[src/rtl/riscv_run_controller_pkg.sv]
// Shared definitions for the RV32I run sequencer: FSM states, error causes
// and the two opcodes that stop the core.
package riscv_run_controller_pkg;

  typedef enum logic [2:0] {
    ST_IDLE    = 3'd0,
    ST_LOAD    = 3'd1,
    ST_PC_INIT = 3'd2,
    ST_RUN     = 3'd3,
    ST_HALT    = 3'd4,
    ST_ERROR   = 3'd5
  } rrc_state_e;

  typedef enum logic [1:0] {
    ERR_NONE     = 2'b00,
    ERR_OVERFLOW = 2'b01,
    ERR_MISALIGN = 2'b10,
    ERR_TIMEOUT  = 2'b11
  } rrc_err_e;

  localparam logic [31:0] OPC_ECALL    = 32'h0000_0073;
  localparam logic [31:0] OPC_JAL_SELF = 32'h0000_006F;

  function automatic logic is_halt_opcode(input logic [31:0] instr);
    return (instr == OPC_ECALL) || (instr == OPC_JAL_SELF);
  endfunction

endpackage

[src/rtl/rrc_halt_detect.sv]
// Purely combinational stop conditions seen on the core fetch port; zero latency.
module rrc_halt_detect
  import riscv_run_controller_pkg::*;
(
  input  logic [1:0]  pc_lo,
  input  logic [31:0] instr,
  output logic        halt_insn,
  output logic        misaligned
);

  assign halt_insn  = is_halt_opcode(instr);
  assign misaligned = |pc_lo;

endmodule

[src/rtl/riscv_run_controller.sv]
// Run sequencer: streams a program into imem (write 1 cycle after acceptance),
// loads the start PC, then gates the core (free-run/step) until halt, error or abort.
module riscv_run_controller
  import riscv_run_controller_pkg::*;
#(
  parameter int unsigned IMEM_DEPTH = 256,
  parameter logic [31:0] BASE_ADDR  = 32'h0000_0000,
  parameter int unsigned TIMEOUT    = 1000000,
  parameter int unsigned CNT_W      = 32
) (
  input  logic             clk,
  input  logic             rst_n,
  input  logic             load_valid,
  output logic             load_ready,
  input  logic [31:0]      load_data,
  input  logic             load_last,
  input  logic             start,
  input  logic             abort,
  input  logic             step_mode,
  input  logic             step,
  output logic             imem_we,
  output logic [31:0]      imem_addr,
  output logic [31:0]      imem_wdata,
  output logic             core_start,
  output logic [31:0]      core_init_addr,
  output logic             core_en,
  input  logic [31:0]      core_pc,
  input  logic [31:0]      core_instr,
  output logic             busy,
  output logic             halted,
  output logic             error,
  output logic [1:0]       err_code,
  output logic [31:0]      halt_pc,
  output logic [CNT_W-1:0] cycle_count,
  output logic [CNT_W-1:0] instr_count
);

  localparam int unsigned      IDX_W    = $clog2(IMEM_DEPTH + 1);
  localparam logic [IDX_W-1:0] IDX_FULL = IDX_W'(IMEM_DEPTH);
  localparam logic [CNT_W-1:0] TO_LIM   = CNT_W'(TIMEOUT);
  localparam logic [CNT_W-1:0] CNT_MAX  = '1;

  rrc_state_e       state_q, state_d;
  rrc_err_e         err_q, err_d;
  logic [IDX_W-1:0] idx_q, idx_d;
  logic             we_q, we_d;
  logic [31:0]      addr_q, addr_d;
  logic [31:0]      wdata_q, wdata_d;
  logic [31:0]      halt_pc_q, halt_pc_d;
  logic [CNT_W-1:0] cyc_q, cyc_d;
  logic [CNT_W-1:0] ins_q, ins_d;

  logic halt_insn;
  logic misaligned;
  logic timeout_hit;
  logic run_en;

  rrc_halt_detect u_halt_detect (
    .pc_lo      (core_pc[1:0]),
    .instr      (core_instr),
    .halt_insn  (halt_insn),
    .misaligned (misaligned)
  );

  assign timeout_hit = (TIMEOUT != 0) && (cyc_q >= TO_LIM);

  always_comb begin
    state_d    = state_q;
    err_d      = err_q;
    idx_d      = idx_q;
    we_d       = 1'b0;
    addr_d     = addr_q;
    wdata_d    = wdata_q;
    halt_pc_d  = halt_pc_q;
    cyc_d      = cyc_q;
    ins_d      = ins_q;
    load_ready = 1'b0;
    core_en    = 1'b0;
    core_start = 1'b0;
    run_en     = 1'b0;

    case (state_q)
      ST_IDLE, ST_HALT, ST_ERROR: begin
        if (start) begin
          state_d = ST_LOAD;
          idx_d   = '0;
          cyc_d   = '0;
          ins_d   = '0;
          err_d   = ERR_NONE;
        end
      end

      ST_LOAD: begin
        load_ready = ~abort;
        if (load_valid && !abort) begin
          // The beat one past the end is consumed but never written.
          if (idx_q == IDX_FULL) begin
            state_d   = ST_ERROR;
            err_d     = ERR_OVERFLOW;
            halt_pc_d = core_pc;
          end else begin
            we_d    = 1'b1;
            addr_d  = BASE_ADDR + (32'(idx_q) << 2);
            wdata_d = load_data;
            idx_d   = idx_q + IDX_W'(1);
            if (load_last) begin
              state_d = ST_PC_INIT;
            end
          end
        end
      end

      ST_PC_INIT: begin
        core_en = ~abort;
        state_d = ST_RUN;
      end

      ST_RUN: begin
        core_start = 1'b1;
        if (abort) begin
          core_en = 1'b0;
        end else if (misaligned) begin
          state_d   = ST_ERROR;
          err_d     = ERR_MISALIGN;
          halt_pc_d = core_pc;
        end else if (halt_insn) begin
          state_d   = ST_HALT;
          halt_pc_d = core_pc;
        end else if (timeout_hit) begin
          state_d   = ST_ERROR;
          err_d     = ERR_TIMEOUT;
          halt_pc_d = core_pc;
        end else begin
          run_en  = ~step_mode | step;
          core_en = run_en;
          if (run_en) begin
            cyc_d = (cyc_q == CNT_MAX) ? cyc_q : cyc_q + CNT_W'(1);
            ins_d = (ins_q == CNT_MAX) ? ins_q : ins_q + CNT_W'(1);
          end
        end
      end

      default: state_d = ST_IDLE;
    endcase

    if (abort) begin
      state_d = ST_IDLE;
    end
  end

  always_ff @(posedge clk or negedge rst_n) begin
    if (!rst_n) begin
      state_q   <= ST_IDLE;
      err_q     <= ERR_NONE;
      idx_q     <= '0;
      we_q      <= 1'b0;
      addr_q    <= '0;
      wdata_q   <= '0;
      halt_pc_q <= '0;
      cyc_q     <= '0;
      ins_q     <= '0;
    end else begin
      state_q   <= state_d;
      err_q     <= err_d;
      idx_q     <= idx_d;
      we_q      <= we_d;
      addr_q    <= addr_d;
      wdata_q   <= wdata_d;
      halt_pc_q <= halt_pc_d;
      cyc_q     <= cyc_d;
      ins_q     <= ins_d;
    end
  end

  assign imem_we        = we_q;
  assign imem_addr      = addr_q;
  assign imem_wdata     = wdata_q;
  assign core_init_addr = BASE_ADDR;
  assign busy           = (state_q == ST_LOAD) || (state_q == ST_PC_INIT) || (state_q == ST_RUN);
  assign halted         = (state_q == ST_HALT);
  assign error          = (state_q == ST_ERROR);
  assign err_code       = err_q;
  assign halt_pc        = halt_pc_q;
  assign cycle_count    = cyc_q;
  assign instr_count    = ins_q;

endmodule

[config.mk]
export PLATFORM = sky130hd
export DESIGN_NAME = riscv_run_controller
export DESIGN_NICKNAME = d
export VERILOG_FILES = /design/src/rtl/riscv_run_controller_pkg.sv /design/src/rtl/rrc_halt_detect.sv /design/src/rtl/riscv_run_controller.sv
export SDC_FILE = /design/constraint.sdc
export NUM_CORES = 1
export LEC_CHECK = 0
export BUFFER_PORTS_ARGS = -buffer_cell sky130_fd_sc_hd__buf_2
export CAP_MARGIN = 0
export CORE_ASPECT_RATIO = 1.4
export CORE_MARGIN = 4
export CORE_UTILIZATION = 45
export DETAILED_ROUTE_END_ITERATION = 6
export GPL_TIMING_DRIVEN = 0
export PLACE_DENSITY = 0.75
export SETUP_SLACK_MARGIN = 0.5
export SYNTH_ARGS = -nofsm -noshare
export SYNTH_HDL_FRONTEND = slang
export SYNTH_HIERARCHICAL = 1
export SYNTH_SLANG_ARGS = --single-unit
[constraint.sdc]
create_clock -name clk -period 5.13 [get_ports clk]
set_clock_uncertainty 0.15 [all_clocks]
set_input_delay 0.2565 -clock clk [delete_from_list [all_inputs] [get_ports clk]]
set_output_delay 0.2565 -clock clk [all_outputs]
set_load 0.01 [all_outputs]
==> impl_results.md <==
* Fin crit share at 0.638
* Post-DP HPWL at 15.5 mm
* Fin crit period at 3.27 ns
* PortBufs at 248
* Setup bufs post-CTS at 0
* Pwr dens at 362 nW/um^2
* Slew headroom at 0.362
* Crit path capture type: flip-flop
* Yosys Warn Count at 6
* Antenna violations before repair at 1
* Final #Nets at 1210
* FMAX at 0.305 GHz
* H-tree depth at 4
* Worst hold slack at 0.0622 ns
* Vias in the first global route at 6991
* Avg Synthesized Cell Area at 10.6 um^2
* Initial Util at 0.463
* CTS tree: yes
* DIE AREA at 19000 um^2
* Post-route ant nets at 0
* Clock network fraction of design power at 0.348
* Min-delay worst type: primary input to flip-flop
* Final setup viols at 0
* Post-cts sizing count at 0
* Pint at 2710 uW
* Dpl cells at 1216
* GRT overflow at 0
* CP max FO at 10
* Flop pwr share at 0.408
* DRC Markers at 0
* Design Area, Final at 10600 um^2
* Leading cell types in the layout, fill and taps excluded: buf_2, dfrtp_1, mux2_2
* Max-Cap Viols at 0
* Setup TNS Final at 0 ns
* Switching power at 1110 uW
* RePlAce Congestion at 0.854
* Share of layout cells above drive strength 1 at 0.387
* Area growth, synth to finish at 39.7%
* Reg2reg path depth at 7
* Worst-Margin Slew at 0.947 ns
* Largest net degree at the start of global routing at 91
* First-pass GRT wire length at 35.4 mm
* Critical path type: flip-flop to flip-flop
* Outcome: completed
* Net Sw Frac at 0.290
* CORE AREA at 16300 um^2
* Setup slack at placement at 1.86 ns
* I/O pin total at 305
* Final WL at 22.0 mm
* Chip width at 118 um
* Synth Cell Area at 7550 um^2
* Logic pwr share at 0.244
* Post-synth EDFFs at 0
* Routed vias/inst at 5.27
* Clock root cell: clkbuf_16
* Total GRT Usage at 0.228
* Required time of the critical path at 5.31 ns
* Placed Area at 9280 um^2
* Fraction of registers with async set or reset after synthesis at 1.00
* Post-synth cell types at 54
* Drt wl/cell at 16.7 um
* Most common cell after layout, fill and taps aside: buf_2
* Die Height at 161 um
* Later-pin clock latency in the skew report at 0.41 ns
* Peak supply drop at 0.378 mV
* RSZ-0062 raised after global routing: false
* Layout Cells excl Fill at 1312
* Final hold violations at 0
* Hold Crit Depth at 2
* CP arrival at 3.45 ns
* Antenna cells at 0
* Initial DRC count at 435
* Placement row count at 55
* 1st-pass router iterations at 7
* Leakage power at 0.00535 uW
* Post-Syn Instances at 714
* Final-report max-slew violation count at 0
* TritonCTS buffer count at 17
* Yosys reg bits at 152
* Worst Slack Setup Final at 1.86 ns
* Post-synth top flop: dfrtp_1
* Clock slew at reported path FFs at 0.06 ns
* Fraction of the yosys area taken by sequential cells at 0.503
* Post-CTS Hold Buffers at 65
* Number of vias in the routed layout at 6909
* Longest Clk Path Bufs at 2
* CTS sink count at 152
* Startpoint Class: flip-flop
layout make-up:
cell class,count,area [um^2]
Tap cell,199,249
Sequential cell,152,3800
Timing Repair Buffer,314,1930
Inverter,15,56.3
Fill cell,1349,5750
Clock buffer,17,425
Clock inverter,14,198
Multi-Input combinational cell,512,3330
Buffer,89,567
critical path, stage by stage (launching register included):
cell      delay [ns]
dfrtp_1         0.44
or4_1           0.56
nor3_2          0.24
o41ai_2         0.23
nor4_2          0.73
clkbuf_1        0.46
a41oi_1         0.19
a31oi_1         0.18
per-layer routing:
metal	vias to the layer above	routed length, um	global-route usage
met1	3336	8450	0.261
li1	3275	-	-
met4	2	358	0.0773
met5	-	12	0
met3	35	1370	0.0592
met2	261	11800	0.414
stage by stage:
stage / utilization / total power, uW
after global placement: 0.567 / 2430
after global routing: 0.647 / 4010
after CTS: 0.647 / 3840
final: 0.647 / 3820
after floorplan: - / 2060
after detailed placement: 0.569 / 2470
flip-flops by register name, summed over array words and instances, names as in the netlist:
name,cells
halt_pc,32
state_q,3
imem_addr,9
instr_count,32
idx_q,9
err_code,2
imem_we,1
cycle_count,32
imem_wdata,32
path summary, 6_finish.rpt:
| check | startpoint | to | slack (ns) |
|---|---|---|---|
| setup / recovery | cycle_count[12] | instr_count[25] | 1.86 |
| hold / removal | abort | state_q[1] | 0.06 |
| setup reg to reg | cycle_count[12] | instr_count[25] | 1.86 |
| hold reg to reg | imem_wdata[12] | imem_wdata[12] | 0.35 |
| max in group asynchronous | rst_n | imem_addr[8] | 3.72 |
| min in group asynchronous | rst_n | cycle_count[11] | 0.24 |
cells by family after synthesis:
logic type / after synthesis / share of synthesized area
muxes: 74 / 0.110
and+or+nand+nor: 219 / 0.154
other: 1 / 0.000496
buffers and inverters: 104 / 0.0825
adders and majority gates: 5 / 0.00828
DFF: 152 / 0.503
AOI/OAI and AO/OA: 153 / 0.134
xor gates and xnor gates: 6 / 0.00696
synth_stat cells (5+ instances only):
cell type	count	share of area
nand2b_1	8	0.0066
xnor2_1	6	0.0070
o21ai_0	39	0.026
mux2_2	74	0.11
o21a_1	5	0.0050
a31oi_1	25	0.021
clkbuf_1	27	0.013
nor2_1	41	0.020
nor3_1	14	0.0093
buf_4	55	0.055
a41oi_1	10	0.012
nand2_1	43	0.021
ha_1	5	0.0083
and3_1	17	0.014
dfrtp_1	152	0.50
nor4_1	13	0.011
nand3_1	32	0.021
a21oi_1	27	0.018
nor2b_1	6	0.0050
inv_1	14	0.0070
nand4_1	10	0.0083
and2_1	10	0.0083
o31ai_1	24	0.024
power by group through the flow:
stage | Combinational (uW) | Sequential [uW] | Clock [uW]
final | 931 | 1560 | 1330
after global routing | 1010 | 1580 | 1410
after CTS | 935 | 1550 | 1350
after detailed placement | 895 | 1570 | 0
after global placement | 873 | 1560 | 0
after floorplan | 374 | 1680 | 0
Note: power is estimated with default switching activity, not from simulation.
